`src/rtl/rv32i_types.sv`:
```
// Shared RV32I branch-predictor types: the conditional-branch opcode and the
// in-flight queue entry. Entry fields are sized to the widest supported
// configuration; users take the low PHTIDX / GHR_W bits and synthesis trims
// the constant upper bits.
package rv32i_types;

  // Major opcode of all RV32I conditional branches (BEQ/BNE/BLT/BGE/BLTU/BGEU)
  localparam logic [6:0] OP_BRANCH = 7'b1100011;

  // Largest index / history width an entry can carry (PC bits [31:2])
  localparam int BP_IDX_MAX = 30;
  localparam int BP_GHR_MAX = 30;

  // One speculatively predicted branch awaiting resolution
  typedef struct packed {
    logic [BP_IDX_MAX-1:0] idx;   // PHT index used for the prediction
    logic                  pred;  // predicted direction
    logic [BP_GHR_MAX-1:0] ghr;   // global history before this branch shifted in
  } bp_entry_t;

  // True when the opcode is a conditional branch
  function automatic logic is_cond_branch(input logic [6:0] opcode);
    return (opcode == OP_BRANCH);
  endfunction

endpackage

```
`src/rtl/bp_inflight_fifo.sv`:
```
// In-order queue of predicted-but-unresolved branches. Head entry is read
// combinationally because resolution must see it in the same cycle; the queue
// is only a handful of entries, so it lives in flops rather than block RAM.
// Pointers carry one extra wrap bit so full and empty are distinguishable.
module bp_inflight_fifo
  import rv32i_types::*;
#(
  parameter int DEPTH = 4
) (
  input  logic      clk,
  input  logic      rst,
  input  logic      flush,
  input  logic      push,
  input  bp_entry_t push_data,
  input  logic      pop,
  output bp_entry_t head_data,
  output logic      full,
  output logic      empty
);

  localparam int AW = $clog2(DEPTH);

  logic [AW:0] head_ptr;
  logic [AW:0] tail_ptr;
  logic        push_ok;
  logic        pop_ok;
  bp_entry_t   mem [DEPTH];

  assign empty   = (head_ptr == tail_ptr);
  assign full    = (head_ptr[AW] != tail_ptr[AW]) &&
                   (head_ptr[AW-1:0] == tail_ptr[AW-1:0]);
  // A flush squashes everything, so a coincident push or pop is meaningless
  assign push_ok = push && !full && !flush;
  assign pop_ok  = pop && !empty && !flush;

  assign head_data = mem[head_ptr[AW-1:0]];

  // Pointer update: flush empties the queue, otherwise advance on push/pop
  always_ff @(posedge clk or posedge rst) begin
    if (rst) begin
      head_ptr <= '0;
      tail_ptr <= '0;
    end else if (flush) begin
      head_ptr <= '0;
      tail_ptr <= '0;
    end else begin
      if (push_ok) tail_ptr <= tail_ptr + {{AW{1'b0}}, 1'b1};
      if (pop_ok)  head_ptr <= head_ptr + {{AW{1'b0}}, 1'b1};
    end
  end

  // Entry storage; stale contents are harmless because pointers gate validity
  always_ff @(posedge clk) begin
    if (push_ok) mem[tail_ptr[AW-1:0]] <= push_data;
  end

endmodule

```
`src/rtl/ghr_index_gen.sv`:
```
// Global-history (gshare-style) PHT index generator. Forms the PHT read index
// from the fetch PC and the speculative global history, queues each predicted
// branch, and on resolution issues the PHT update and repairs the history
// after a misprediction.
module ghr_index_gen
  import rv32i_types::*;
#(
  parameter int PHTIDX = 4,
  parameter int GHR_W  = 4,
  parameter int DEPTH  = 4
) (
  input  logic              clk,
  input  logic              rst,
  input  logic              fetch_valid,
  input  logic [31:0]       fetch_pc,
  input  logic [6:0]        fetch_opcode,
  input  logic              pred_result,
  input  logic              resolve_valid,
  input  logic              resolve_br_en,
  output logic [PHTIDX-1:0] pht_r_idx,
  output logic [PHTIDX-1:0] pht_w_idx,
  output logic              update_pht,
  output logic              br_en,
  output logic              mis_predict,
  output logic              stall
);

  logic [GHR_W-1:0]  ghr;
  logic [GHR_W-1:0]  ghr_spec;
  logic [GHR_W-1:0]  ghr_fix;
  logic [PHTIDX-1:0] ghr_ext;
  logic [GHR_W-1:0]  head_ghr;
  logic [PHTIDX-1:0] head_idx;
  logic              fetch_branch;
  logic              pop;
  logic              mispredict;
  logic              push;
  logic              q_full;
  logic              q_empty;
  bp_entry_t         push_data;
  bp_entry_t         head_data;
  logic              unused_bits;

  // History zero-extended to index width before hashing with the PC
  always_comb begin
    ghr_ext = '0;
    ghr_ext[GHR_W-1:0] = ghr;
  end

  assign pht_r_idx = fetch_pc[PHTIDX+1:2] ^ ghr_ext;

  assign head_ghr = head_data.ghr[GHR_W-1:0];
  assign head_idx = head_data.idx[PHTIDX-1:0];

  // Resolution of an empty queue is ignored; a misprediction flushes and
  // takes priority over any branch being fetched in the same cycle. A full
  // queue blocks pushes even if a correct pop frees a slot this cycle.
  assign fetch_branch = fetch_valid && is_cond_branch(fetch_opcode);
  assign pop          = resolve_valid && !q_empty;
  assign mispredict   = pop && (head_data.pred != resolve_br_en);
  assign push         = fetch_branch && !q_full && !mispredict;
  assign stall        = q_full;

  // Queue entry: index and history as seen at prediction time
  always_comb begin
    push_data = '0;
    push_data.idx[PHTIDX-1:0] = pht_r_idx;
    push_data.pred            = pred_result;
    push_data.ghr[GHR_W-1:0]  = ghr;
  end

  // Speculative shift and post-mispredict repair of the history
  generate
    if (GHR_W == 1) begin : g_ghr1
      assign ghr_spec = pred_result;
      assign ghr_fix  = resolve_br_en;
    end else begin : g_ghrn
      assign ghr_spec = {ghr[GHR_W-2:0], pred_result};
      assign ghr_fix  = {head_ghr[GHR_W-2:0], resolve_br_en};
    end
  endgenerate

  // Global history register: repair on mispredict, else shift on push
  always_ff @(posedge clk or posedge rst) begin
    if (rst) begin
      ghr <= '0;
    end else if (mispredict) begin
      ghr <= ghr_fix;
    end else if (push) begin
      ghr <= ghr_spec;
    end
  end

  // Registered PHT update interface, one-cycle pulses after each pop
  always_ff @(posedge clk or posedge rst) begin
    if (rst) begin
      pht_w_idx   <= '0;
      update_pht  <= 1'b0;
      br_en       <= 1'b0;
      mis_predict <= 1'b0;
    end else begin
      update_pht  <= pop;
      br_en       <= pop && resolve_br_en;
      mis_predict <= mispredict;
      if (pop) pht_w_idx <= head_idx;
    end
  end

  bp_inflight_fifo #(
    .DEPTH (DEPTH)
  ) u_fifo (
    .clk       (clk),
    .rst       (rst),
    .flush     (mispredict),
    .push      (push),
    .push_data (push_data),
    .pop       (pop),
    .head_data (head_data),
    .full      (q_full),
    .empty     (q_empty)
  );

  // PC bits outside the index and entry bits above the configured widths
  assign unused_bits = ^{fetch_pc, head_data};

endmodule
```
`config.mk`:
```
export PLATFORM = sky130hd
export DESIGN_NAME = ghr_index_gen
export DESIGN_NICKNAME = d
export VERILOG_FILES = /design/src/rtl/rv32i_types.sv /design/src/rtl/bp_inflight_fifo.sv /design/src/rtl/ghr_index_gen.sv
export SDC_FILE = /design/constraint.sdc
export NUM_CORES = 1
export LEC_CHECK = 0
export CELL_PAD_IN_SITES_DETAIL_PLACEMENT = 1
export CELL_PAD_IN_SITES_GLOBAL_PLACEMENT = 1
export CORE_MARGIN = 2
export CORE_UTILIZATION = 41
export CTS_BUF_LIST = sky130_fd_sc_hd__clkbuf_2
export DETAILED_ROUTE_END_ITERATION = 8
export PLACE_DENSITY_LB_ADDON = 0.12
export SYNTH_ARGS = -nofsm -noshare
export SYNTH_HDL_FRONTEND = slang
export SYNTH_SLANG_ARGS = --single-unit
```
`constraint.sdc`:
```
create_clock -name clk -period 2.7 [get_ports clk]
set_clock_uncertainty 0.05 [all_clocks]
set_input_delay 0.54 -clock clk [delete_from_list [all_inputs] [get_ports clk]]
set_output_delay 0.54 -clock clk [all_outputs]
set_load 0.1 [all_outputs]
```
Word level (Yosys, flattened, before mapping)
Memories as Yosys holds them, arrays and structs flattened.
Index checks and enable logic that the tools add are counted.
Word-level totals
  register bits: 17
  RAM bits: 36
  input port bits: 45
  output and inout port bits: 12
  word-level logic and storage cells: 41
  memories: 1
Memory list
  u_fifo.mem: words 4, width 9, read ports 1, clocked after memory_dff 0, wr ports 1, RTL line bp_inflight_fifo.sv:27  | bp_entry_t mem [DEPTH];
Cells by class
  $add $sub $neg: 2
  equality and inequality tests: 5
  multiplexer cells: 8
  bitwise logic cells: 1
  reduce and logical (&&, ||, !) cells: 17
Operators with widths (number)
  $mux W3: 4
  $logic_and A1 B1 Y1: 11
  $mux W4: 2
  $eq A7 B7 Y1 const B: 1
  $add A3 B1 Y3 const B: 2
  $reduce_bool A2 Y1: 3
  $xor A4 B4 Y4: 1
  $eq A3 B3 Y1: 1
  $logic_not A1 Y1: 3
  $eq A2 B2 Y1: 1
  $mux W1: 2
  $ne A1 B1 Y1: 2

Depth between registers and ports, before layout
  depth in word-level cells: 10
  depth in mapped cells: 6
  mapped depth without buffers: 5

Cells and area by module
From an unflattened synthesis, not the netlist that was laid out.
Second synthesis, totals
  cell total of the unflattened synthesis: 437
  area, all modules: 9897.0 um^2
By module, submodules not included
  bp_inflight_fifo: times used 1, cells an instance 384, area an instance 9350.2 um^2, seq. area each 7477.2 um^2
  ghr_index_gen: times used 1, cells an instance 53, area an instance 546.8 um^2, seq. area each 275.3 um^2

Worst setup path after synthesis
No wires, ideal clock.
  path kind: in2out
  start point: in fetch_pc[2]
  end point: out pht_r_idx[0]
  data arrival time: 2.057 ns
  data required time: 2.110 ns
  slack: 0.053 ns
  cell stages on the path: 1
  buffers on the path: 0
  cell sequence: xor2_1
On the way
  cells in the longest elaborated chain, start to end: 1
Ends and longest elaborated chain
  start, declared: RTL line ghr_index_gen.sv:15  | input logic [31:0] fetch_pc,
  $xor A4 B4 Y4: RTL line ghr_index_gen.sv:50  | assign pht_r_idx = fetch_pc[PHTIDX+1:2] ^ ghr_ext;
  end, declared: RTL line ghr_index_gen.sv:20  | output logic [PHTIDX-1:0] pht_r_idx,
Every way passes these cells.

Worst setup path after layout
  start point: reg u_fifo.head_ptr[0]
  end point: out stall
On the way
  cells in the longest elaborated chain, start to end: 2
Ends and longest elaborated chain
  start, declared: RTL line bp_inflight_fifo.sv:23  | logic [AW:0] head_ptr;
  start signal, assigned: RTL line bp_inflight_fifo.sv:48  | if (pop_ok) head_ptr <= head_ptr + {{AW{1'b0}}, 1'b1};
  $eq A2 B2 Y1: RTL line bp_inflight_fifo.sv:31  | (head_ptr[AW-1:0] == tail_ptr[AW-1:0]);
  $logic_and A1 B1 Y1: RTL line bp_inflight_fifo.sv:30  | assign full = (head_ptr[AW] != tail_ptr[AW]) &&
  end, declared: RTL line ghr_index_gen.sv:25  | output logic stall
Every way passes these cells.

==> results.sh <==
export IMPL_status="finished clean"
export IMPL_fill_cells=532
export IMPL_drt_initial_drc_count=35
export IMPL_critPathLaunchType="flip-flop"
export IMPL_syn_area_per_cell_um2=16.4
export IMPL_wl_met1_um=1850
export IMPL_drc_errors=0
export IMPL_yosysSeqAreaShare_pct=63.6
export IMPL_async_reset_ff_share_pct=34.7
export IMPL_tns_ps=0
export IMPL_ctsHoldBuffers=0
export IMPL_power_switching_mw=1.22
export IMPL_critPathLaunch="u_fifo.head_ptr[0]"
export IMPL_grt_pass1_wl_um=7010
export IMPL_comb_power_share_pct=50.3
export IMPL_ir_drop_uv=846
export IMPL_drive_gt1_share_pct=25.4
export IMPL_cp_num_buf_inv=3
export IMPL_synthTopCellsByCount="32 x edfxtp_1, 17 x dfrtp_1, 9 x inv_1, 9 x mux2_2, 8 x nand2_1"
export IMPL_die_w_um=76.9
export IMPL_slew_viol_final=0
export IMPL_insertion_delay_ps=400
export IMPL_core_area_mm2=0.00511
export IMPL_hold_class="in -> async"
export IMPL_area_growth_pct=22.3
export IMPL_max_cap_viol_count=0
export IMPL_synth_most_common_cell="edfxtp_1"
export IMPL_pin_count=57
export IMPL_vias_per_cell=5.05
export IMPL_wl_per_cell_um=17.2
export IMPL_swShare_pct=44.8
export IMPL_clockBufferDepth=2
export IMPL_crit_arrival_ps=1880
export IMPL_synth_cell_types=31
export IMPL_crit_path_end_kind="primary output"
export IMPL_synthCells=133
export IMPL_yosysTopAreaCellShare_pct=44.1
export IMPL_fmax_mhz=405
export IMPL_grt_pass1_vias=1349
export IMPL_required_ps=2110
export IMPL_syn_area_mm2=0.00218
export IMPL_slew_headroom_pct=51.5
export IMPL_grt_total_usage_pct=15.8
export IMPL_grt_overflow_total=0
export IMPL_rsz0062_at_grt="no"
export IMPL_power_frac_seq_pct=39.1
export IMPL_synth_warnings=0
export IMPL_stdcell_count=243
export IMPL_p_int_mw=1.51
export IMPL_dieArea_mm2=0.00592
export IMPL_tightest_slew_ps=727
export IMPL_p_leak_nw=1.01
export IMPL_finalHoldViolCount=0
export IMPL_power_density_mw_per_mm2=1020
export IMPL_p_total_mw=2.73
export IMPL_seq_area_mm2=0.00139
export IMPL_dieHeight_um=76.9
export IMPL_clockPowerShare_pct=10.6
export IMPL_portBuffers=28
export IMPL_cts_buffers=5
export IMPL_critPathMaxFanout=9
export IMPL_synth_main_ff_cell="edfxtp_1"
export IMPL_cts_clk_slew_worst_paths_ps=230
export IMPL_initial_utilization_pct=42.7
export IMPL_finalNetCount=222
export IMPL_placed_cells=235
export IMPL_synthTopCellsByArea="edfxtp_1 44%, dfrtp_1 20%, mux4_1 7.2%"
export IMPL_post_cts_buffers=0
export IMPL_dr_pass1_iters=4
export IMPL_h_tree_depth=2
export IMPL_root_buffer="clkbuf_2"
export IMPL_clock_sinks=49
export IMPL_rows=26
export IMPL_cpPeakStageDelay_ps=510
export IMPL_timing_rr_start="u_fifo.head_ptr[0]"
export IMPL_antenna_found_initial=0
export IMPL_grt_max_degree=18
export IMPL_finalSetupViolations=0
export IMPL_multiInputGateArea_um2=726
export IMPL_hpwl_um=2950
export IMPL_wirelength_um=4190
export IMPL_cp_slowest_cell="dfrtp_1"
export IMPL_yosysTopAreaCell="edfxtp_1"
export IMPL_wl_met2_um=2180
export IMPL_dr_wl_met3_um=127
export IMPL_crit_family="buffers and inverters"
export IMPL_diodes=0
export IMPL_min_period_ps=2470
export IMPL_vias=1227
export IMPL_gp_congestion=0.686
export IMPL_path_class="reg -> out"
export IMPL_post_route_period_util_pct=91.5
export IMPL_synth_edff_count=32
export IMPL_ant_nets=0
export IMPL_top_layer_used="met4"
export IMPL_cp_cell_sequence="buf_4, xnor2_2, nand3_1, inv_1, buf_12"
export IMPL_synthesis_nets=183
export IMPL_cts_tree="done"
export IMPL_ys_seq_elements=49
-- layout by cell type, fill, tap and decap left out, types with 3 or more instances in the layout --
master           instances
buf_12                   6
edfxtp_1                32
xnor2_2                  3
o21ai_0                  3
mux4_1                   6
dfrtp_1                 17
ha_1                     5
xor2_1                   7
clkdlybuf4s50_1         16
mux2_2                   9
clkbuf_2                 7
a21oi_1                  4
nand2_1                  8
nor3b_1                  3
inv_1                    9
buf_4                   14
-- worst paths after layout --
path,endpoint,slack [ps],cells past startpoint
worst max-delay path,stall,230,5
worst min-delay path,ghr[0],470,2
worst max register to register,u_fifo.mem[1][2],300,6
worst min register to register,pht_w_idx[1],490,1
max in group asynchronous,ghr[2],1650,2
min in group clk,pht_w_idx[1],490,1
-- timing repair --
action | 4_1_cts | 5_1_grt
endpoints found under the hold margin | 0 | 0
gates resized for setup | 0 | 1
setup endpoints to repair | 0 | 1
-- layer usage --
metal  vias up  GRT usage, %
li1        578             -
met1       624          20.6
met2        19          26.6
met3         6          4.12
met4         0          3.82
met5         -             0
-- power groups by stage --
stage	Clock [mW]	Combinational, mW	Sequential, mW
finish	0.288	1.37	1.07
global route	0.340	1.44	1.09
CTS	0.306	1.38	1.07
detailed placement	0	1.37	1.09
global placement	0	1.35	1.08
floorplan	0	0.703	1.37
-- logic make-up after synthesis --
logic type / after synthesis / synth area share, %
flops: 49 / 63.6
simple gates: 22 / 5.45
mux: 18 / 14.6
compound gates: 14 / 4.88
buf+inv: 14 / 3.44
xor+xnor: 11 / 5.11
fa+ha+maj: 5 / 2.87
-- flip-flops by register name, indices dropped and copies added (netlist names) --
register         flops
ghr                  4
u_fifo.mem          32
u_fifo.head_ptr      3
u_fifo.tail_ptr      3
br_en                1
update_pht           1
pht_w_idx            4
mis_predict          1
-- worst reg2reg max path: stages (launching register included) --
cell	delay, ps
dfrtp_1	520
mux4_2	600
xnor2_2	230
nor2_1	110
buf_12	170
nor3b_1	210
buf_4	230
-- cell type report --
class | instances | share of cell area (%)
inverter | 10 | 1.41
sequential | 49 | 52.0
multi-input combinational | 70 | 27.2
tap | 70 | 3.29
clock inverter | 1 | 0.282
clock buffer | 7 | 1.31
timing repair buffer | 36 | 14.5
-- through the flow --
stage	hold slack [ps]	area, um^2	worst slack [ps]	util, %
after CTS	484	2660	110	52.0
final	474	2670	229	52.2
after floorplan	416	2180	52.6	-
after detailed placement	448	2620	122	51.2
after global routing	464	2670	10.9	52.2
after global placement	443	2620	189	51.2
No activity file was read; power rests on OpenSTA's default activity.
